$ cat config.mk
export PLATFORM = sky130hd
export DESIGN_NAME = register_file_scoreboard
export DESIGN_NICKNAME = d
export VERILOG_FILES = /design/src/rtl/rf_pkg.sv /design/src/rtl/pending_counter.sv /design/src/rtl/register_file_scoreboard.sv
export SDC_FILE = /design/constraint.sdc
export NUM_CORES = 2
export LEC_CHECK = 0
export ABC_AREA = 1
export BUFFER_PORTS_ARGS = -buffer_cell sky130_fd_sc_hd__buf_4
export CORE_MARGIN = 1.5
export CORE_UTILIZATION = 28
export CTS_BUF_LIST = sky130_fd_sc_hd__clkbuf_4
export DETAILED_ROUTE_END_ITERATION = 16
export PLACE_DENSITY = 0.44
export SYNTH_ARGS = -nofsm -noshare
export SYNTH_HDL_FRONTEND = slang
export SYNTH_SLANG_ARGS = --single-unit
$ cat constraint.sdc
create_clock -name clk -period 1.8 [get_ports clk]
set_input_delay 0.36 -clock clk [delete_from_list [all_inputs] [get_ports clk]]
set_output_delay 0.36 -clock clk [all_outputs]
set_load 0.03 [all_outputs]
$ cat src/rtl/rf_pkg.sv
`default_nettype none
// ============================================================================
// Module      : rf_pkg
// Description : Shared sizes and reset constants for the decode-stage register
//               file and its pending-write scoreboard.
// Revision    : 1.0 - initial release
// ============================================================================
package rf_pkg;

  localparam int          DATA_W      = 32;
  localparam int          REG_COUNT   = 32;
  localparam int          REG_ADDR_W  = 5;
  localparam logic [31:0] SP_INIT     = 32'h7FFF_EFFC;
  localparam logic [31:0] GP_INIT     = 32'h1000_8000;
  localparam int          MAX_PENDING = 3;
  localparam int          CNT_W       = 2;
  localparam logic [4:0]  ZERO_REG    = 5'd0;

endpackage : rf_pkg
`default_nettype wire

$ cat src/rtl/pending_counter.sv
`default_nettype none
// ============================================================================
// Module      : pending_counter
// Description : Saturating up/down count of writes issued but not yet written
//               back for one architectural register.
// Revision    : 1.0 - initial release
// ============================================================================
module pending_counter
  import rf_pkg::*;
#(
  parameter int MAX_PENDING = rf_pkg::MAX_PENDING
) (
  input  logic             clk,
  input  logic             reset,
  input  logic             inc_i,
  input  logic             dec_i,
  output logic [CNT_W-1:0] count_o,
  output logic             sat_o
);

  localparam logic [CNT_W-1:0] C_MAX = CNT_W'(MAX_PENDING);

  logic [CNT_W-1:0] r_count;
  logic             w_inc_only;
  logic             w_dec_only;

  assign w_inc_only = inc_i & ~dec_i;
  assign w_dec_only = dec_i & ~inc_i;

  // A simultaneous issue and writeback cancel out; the limits simply hold.
  always_ff @(posedge clk) begin
    if (reset) begin
      r_count <= '0;
    end else if (w_inc_only && (r_count != C_MAX)) begin
      r_count <= r_count + CNT_W'(1);
    end else if (w_dec_only && (r_count != '0)) begin
      r_count <= r_count - CNT_W'(1);
    end
  end

  assign count_o = r_count;
  assign sat_o   = (r_count == C_MAX);

endmodule : pending_counter
`default_nettype wire

$ cat src/rtl/register_file_scoreboard.sv
`default_nettype none
// ============================================================================
// Module      : register_file_scoreboard
// Description : 32x32 RISC-V integer register file with write-to-read bypass
//               and per-register pending-write counters for RAW stalls.
// Revision    : 1.0 - initial release
// ============================================================================
module register_file_scoreboard
  import rf_pkg::*;
#(
  parameter int          N           = rf_pkg::DATA_W,
  parameter int          REG_COUNT   = rf_pkg::REG_COUNT,
  parameter logic [31:0] SP_INIT     = rf_pkg::SP_INIT,
  parameter logic [31:0] GP_INIT     = rf_pkg::GP_INIT,
  parameter int          MAX_PENDING = rf_pkg::MAX_PENDING
) (
  input  logic                  clk,
  input  logic                  reset,
  input  logic                  reg_write_i,
  input  logic [REG_ADDR_W-1:0] write_register_i,
  input  logic [N-1:0]          write_data_i,
  input  logic [REG_ADDR_W-1:0] read_register_1_i,
  input  logic [REG_ADDR_W-1:0] read_register_2_i,
  input  logic                  issue_valid_i,
  input  logic [REG_ADDR_W-1:0] issue_rd_i,
  output logic [N-1:0]          read_data_1_o,
  output logic [N-1:0]          read_data_2_o,
  output logic                  busy_1_o,
  output logic                  busy_2_o,
  output logic                  pending_overflow_o
);

  logic [N-1:0]         w_regs  [REG_COUNT];
  logic [CNT_W-1:0]     w_count [REG_COUNT];
  logic [REG_COUNT-1:0] w_ovf;
  logic                 r_overflow;

  for (genvar i = 0; i < REG_COUNT; i++) begin : g_reg
    if (i == 0) begin : g_zero
      // x0 is hardwired: no storage, never pending, never overflows.
      assign w_regs[i]  = '0;
      assign w_count[i] = '0;
      assign w_ovf[i]   = 1'b0;
    end else begin : g_cell
      localparam logic [N-1:0] C_INIT = (i == 2) ? N'(SP_INIT) :
                                        (i == 3) ? N'(GP_INIT) : '0;

      logic [N-1:0]     r_q;
      logic             w_wr_hit;
      logic             w_iss_hit;
      logic             w_sat;

      assign w_wr_hit  = reg_write_i   && (write_register_i == REG_ADDR_W'(i));
      assign w_iss_hit = issue_valid_i && (issue_rd_i       == REG_ADDR_W'(i));

      always_ff @(posedge clk) begin
        if (reset) begin
          r_q <= C_INIT;
        end else if (w_wr_hit) begin
          r_q <= write_data_i;
        end
      end

      pending_counter #(
        .MAX_PENDING (MAX_PENDING)
      ) u_pending (
        .clk     (clk),
        .reset   (reset),
        .inc_i   (w_iss_hit),
        .dec_i   (w_wr_hit),
        .count_o (w_count[i]),
        .sat_o   (w_sat)
      );

      assign w_regs[i] = r_q;
      assign w_ovf[i]  = w_iss_hit & ~w_wr_hit & w_sat;
    end
  end

  always_comb begin
    read_data_1_o = w_regs[read_register_1_i];
    if (read_register_1_i == ZERO_REG) begin
      read_data_1_o = '0;
    end else if (reg_write_i && (write_register_i == read_register_1_i)) begin
      read_data_1_o = write_data_i;
    end
  end

  always_comb begin
    read_data_2_o = w_regs[read_register_2_i];
    if (read_register_2_i == ZERO_REG) begin
      read_data_2_o = '0;
    end else if (reg_write_i && (write_register_i == read_register_2_i)) begin
      read_data_2_o = write_data_i;
    end
  end

  // A writeback landing this cycle already retires one pending write.
  logic [CNT_W-1:0] w_cnt_1;
  logic [CNT_W-1:0] w_cnt_2;
  logic             w_hit_1;
  logic             w_hit_2;

  assign w_cnt_1  = w_count[read_register_1_i];
  assign w_cnt_2  = w_count[read_register_2_i];
  assign w_hit_1  = reg_write_i && (write_register_i == read_register_1_i) && (w_cnt_1 != '0);
  assign w_hit_2  = reg_write_i && (write_register_i == read_register_2_i) && (w_cnt_2 != '0);
  assign busy_1_o = (w_cnt_1 - CNT_W'(w_hit_1)) != '0;
  assign busy_2_o = (w_cnt_2 - CNT_W'(w_hit_2)) != '0;

  always_ff @(posedge clk) begin
    if (reset) begin
      r_overflow <= 1'b0;
    end else if (|w_ovf) begin
      r_overflow <= 1'b1;
    end
  end

  assign pending_overflow_o = r_overflow;

endmodule : register_file_scoreboard
`default_nettype wire
Word-level counts from Yosys, hierarchy flattened
Index checks and enable logic that the tools add are counted. W data, S select, Z words.

Register bits: 1055. Output and inout port bits: 67. Logic and storage cells: 687.

$add $sub $neg: 64. Magnitude comparators: 2. Equal/unequal tests: 126. Muxes and demuxes: 78. Bitwise gates (word level): 157. Reductions and logical operators: 197.

Operators with widths (number): $bmux W32 S5 (2); $mux W32 (8); $eq A5 B5 Y1 const B (32); $mux W2 (66); $reduce_bool A2 Y1 (66); $logic_and A1 B1 Y1 (128); $and A1 B1 Y1 (93); $eq A5 B4 Y1 const B (16); $add A2 B1 Y2 const B (31); $eq A2 B2 Y1 const B (31); $ne A2 B2 Y1 const B (31); $not A1 Y1 (62); $sub A2 B1 Y2 const B (31); $eq A5 B3 Y1 const B (8); $reduce_or A31 Y1 (1); $bmux W2 S5 (2); $eq A5 B2 Y1 const B (4); $ge A6 B6 Y1 const B (2); $not A5 Y6 (2); $eq A5 B1 Y1 const B (2); $eq A5 B5 Y1 (2); $logic_not A5 Y1 (2); $sub A2 B1 Y2 (2).

Logic depth before layout (Yosys ltp)
Depth after elaboration: 8. Mapped depth: 13. Gate-level depth less buffers: 11.

Modules after synthesis
Synthesis repeated with hierarchy kept, for this count alone.

Cell total of the unflattened synthesis: 9232. Area total of the unflattened synthesis: 58198.3 µm².

By module, submodules not included: register_file_scoreboard (times used 1, cells each 8612, area an instance 54512.3 µm², sequential area each 19879.1 µm²); pending_counter at g_reg[10].g_cell.u_pending ... (times used 27, cells each 20, area an instance 117.6 µm², sequential area each 40.0 µm²); pending_counter at g_reg[6].g_cell.u_pending ... (times used 4, cells each 20, area an instance 127.6 µm², sequential area each 40.0 µm²).

Worst setup path before layout
OpenSTA, ideal clock, no wires.

Path type: input -> output. From: input port read_register_2_i[0]. To: output port read_data_2_o[15]. Arrival: 1958 ps. Required time: 1440 ps. Path slack: -518 ps. Cell stages on the path: 10. Cell sequence: buf_2 -> buf_2 -> buf_2 -> clkbuf_1 -> o211ai_1 -> nand2_1 -> nand3b_1 -> nand3_1 -> nand2_1 -> a21oi_1.

Longest elaborated chain between the ends: 6. Elaborated cells on any way between the ends: 9. Classes of those cells: eq/ne (1); mux (5); bitwise (1); reduce/logical (2).

RTL lines: start, declared (line register_file_scoreboard.sv:23) `input logic [REG_ADDR_W-1:0] read_register_2_i,`; $not A5 Y6 (implied by the code) (line register_file_scoreboard.sv:90) `read_data_2_o = w_regs[read_register_2_i];`; $bmux W32 S5 (line register_file_scoreboard.sv:90); $mux W32 (implied by the code) (2 in series) (line register_file_scoreboard.sv:90); $mux W32 (line register_file_scoreboard.sv:93) `end else if (reg_write_i && (write_register_i == read_register_2_i)) begin`; $mux W32 (*) (line register_file_scoreboard.sv:91) `if (read_register_2_i == ZERO_REG) begin`; end, declared (line register_file_scoreboard.sv:27) `output logic [N-1:0] read_data_2_o,`.

Mark *: on every way between the ends. The rest lies on a longest branch, timed or not. The select of a mux whose other input is x is not followed.

Final worst setup path
From: register g_reg[18].g_cell.r_q[13]. To: output port read_data_2_o[13].

Longest elaborated chain between the ends: 5.

RTL lines: start, declared (line register_file_scoreboard.sv:48) `logic [N-1:0] r_q;`; start signal, assigned (line register_file_scoreboard.sv:60) `r_q <= write_data_i;`; $bmux W32 S5 (line register_file_scoreboard.sv:90); $mux W32 (implied by the code) (2 in series) (line register_file_scoreboard.sv:90); $mux W32 (line register_file_scoreboard.sv:93); $mux W32 (line register_file_scoreboard.sv:91).

Every way passes these cells. The select of a mux whose other input is x is not followed.

==> results.toml <==
[run_status]
status = "finished, violations left"
violations = "setup timing"

[cells_and_area]
drive_gt1_share_pct = 29.3
final_util_pct = 40.1
final_nets = 10186
design_area_um2 = 83100
stdcell_count = 13135
area_growth_syn_to_layout_pct = 41.9

[floorplan]
initial_core_util_pct = 28.2
die-area_um2 = 212000
die_w_um = 460
die_y_um = 460
num_rows = 167
io_pins = 123
core_um2 = 207000

[sta]
timing.final.crit_share_pct = 186
setup_slack_ns = -1.55
worst_pin_slew_ns = 1.06
fin_worst_skew_ns = 0.0599
final-setup-viol-count = 67
hold_viol = 0
post-route-min-period_ns = 3.35
maxSlewHeadroom_pct = 29.0
rsz0062_at_grt = "true"
whs_ns = 0.00351
drv_slew = 0
clock.fmax_ghz = 0.298

[grt]
grt_pass1_vias = 66547
track_usage_pct = 30.7
antenna_found_initial = 24
grt_max_degree = 116
grt_first_pass_wirelength_um = 477000
grt_overflow_total = 0

[synth]
syn_avg_cell_area_um2 = 6.50
synth_area_leaders = "dfxtp_1 (36%), a21oi_1 (11%), o21ai_0 (11%)"
synth_area_um2 = 58600
synth.most_common_cell = "nand2_1"
yosysTopAreaCellShare_pct = 36.1
yosysTopAreaCell = "dfxtp_1"
synth_cell_types = 33
synth_flop_cell = "dfxtp_1"
syn_inst = 9014
synthArstFlopShare_pct = 0
ys_ff_latch = 1055
synth-warning-count = 0
synth_nets = 9070
synth_edf_count = 0
synthTopCellsByCount = "nand2_1 (1541), a21oi_1 (1289), o21ai_0 (1239)"
synth-seq-area-share_pct = 36.1

[critical_path]
cpMaxStageDelayCell = "dfxtp_2"
reg2reg_depth = 5
startpoint = "g_reg[18].g_cell.r_q[13]"
critPathKind = "reg -> out"
crit_fanout = 2
cp.depth = 11
crit_path_start_kind = "flip-flop"
required_ns = 1.44
arrival_ns = 2.99
cpMostUsedCell = "nand2_1"
path_buf_inv = 4
crit_path_end_kind = "output port"
path_delay_family = "compound AO/OA/AOI/OAI gates"
r2r_start = "g_reg[12].g_cell.u_pending.count_o[0]"
slowest_delay_ns = 0.34
path_cells = "inv_2, o211ai_1, nand2_1, inv_1, nand2_1, nand2_1, nand2_2, inv_4, nand2_4, a21oi_4, buf_6"

[route]
dr.pass1.iters = 6
wire_per_inst_um = 25.5
drt_iter0_drc = 7264
totalWireLength_um = 335000
drc = 0
viasPerCell = 5.45
final_antenna_net_count = 0
vias = 71522

[placement]
hpwl_um = 228000
gp_congestion = 0.929
port_buffers = 122
placed_cell_area_um2 = 75300
dp.cells = 12492

[clock_network]
clock_latency_ns = 1.39
cts_root_buffer = "clkbuf_4"
cts_max_level = 5
clk_pin_slew_worst_paths_ns = 0.07
cts_tree = "done"
cts_buffer_depth = 4
cts_sinks = 1055
cts_buffers = 341

[power_and_ir_drop]
vdd_ir_drop_max_uv = 746
power.total_mw = 60.7
leakage_nw = 32.9
pwr_density_cell_nw_per_um2 = 730

[job]
cap_viol_max_count = 0

[worst_hold_path]
hold_depth = 8
hp-class = "in -> reg"
holdCritStartpoint = "write_register_i[0]"
-- state kept, by name (all words and copies together), names as in the netlist --
signal                      cells
g.g_cell.r_q                  992
g.g_cell.u_pending.count_o     62
pending_overflow_o              1
-- metal layers --
layer	vias up	share of wire (%)	global-route usage [%]
li1	33158	-	-
met1	34101	42	39.8
met2	3358	43	47.5
met3	903	7.9	5.11
met4	2	7.1	19.0
met5	-	0.0033	0
-- cell families after synthesis --
family | synth area share [%]
simple gates | 22.2
mux | 0.0171
flops | 36.1
xor+xnor | 0.0150
compound gates | 30.5
buf+inv | 11.3
-- report_power, final --
part | switching (mW) | internal, mW
combinational | 8.13 | 4.44
sequential | 0.136 | 23.6
clock | 11.9 | 12.4
total | 20.2 | 40.5
-- cells in the final DEF (no fill, tap or decap), types with 11 or more instances in the layout --
| cell | n |
|---|---|
| a21oi_1 | 1125 |
| a21oi_2 | 99 |
| a21oi_4 | 65 |
| buf_12 | 292 |
| buf_4 | 1211 |
| buf_6 | 96 |
| clkbuf_4 | 483 |
| clkinv_1 | 46 |
| dfxtp_1 | 878 |
| dfxtp_2 | 175 |
| diode_2 | 21 |
| dlygate4sd3_1 | 62 |
| inv_1 | 611 |
| inv_2 | 151 |
| nand2_1 | 1402 |
| nand2_2 | 66 |
| nand2_4 | 60 |
| nand2_8 | 16 |
| nand3_1 | 772 |
| nand3_2 | 176 |
| nand3_4 | 58 |
| nand3b_1 | 40 |
| nor2_1 | 425 |
| nor2_4 | 13 |
| nor3_1 | 15 |
| o211ai_1 | 638 |
| o21ai_0 | 1046 |
| o21ai_1 | 184 |
| o21ai_2 | 11 |
| o21bai_1 | 19 |
| o31ai_1 | 20 |
-- worst min-delay path: cells and delay by family --
family | cells | cell delay, ns
buf+inv | 4 | 0.61
compound gates | 1 | 0.06
simple gates | 3 | 0.30
-- cell type report --
type | instances | area, um2
Fill cell | 21565 | 124000
Multi-Input combinational cell | 6284 | 34600
Sequential cell | 1055 | 21300
Timing Repair Buffer | 1671 | 16800
Clock buffer | 483 | 3630
Tap cell | 2788 | 3490
Inverter | 777 | 3000
Clock inverter | 56 | 269
Antenna cell | 21 | 52.6
-- final timing paths --
path	to	slack (ns)
max	read_data_2_o[13]	-1.55
min	g_reg[6].g_cell.r_q[20]	0.004
max reg2reg	g_reg[12].g_cell.u_pending.count_o[1]	0.16
min reg2reg	g_reg[19].g_cell.r_q[21]	0.46
-- what timing repair did --
| item | 4_1_cts | 5_1_grt |
|---|---|---|
| buffers inserted | 21 | 14 |
| hold buffers | 72 | 4 |
| cloned | 0 | 0 |
| endpoints found under the setup margin | 67 | 394 |
| hold endpoints to repair | 1055 | 46 |
| gates resized for setup | 712 | 395 |
| pin swaps | 356 | 271 |
-- through the flow --
stage | TNS, ns | worst slack (ns)
after CTS | -110.30 | -1.61
after global routing | -95.59 | -1.65
after detailed placement | -285.09 | -1.24
final | -88.38 | -1.55
after floorplan | -7.85 | -0.179
after global placement | -269.92 | -1.25
Note: power is estimated with default switching activity, not from simulation.
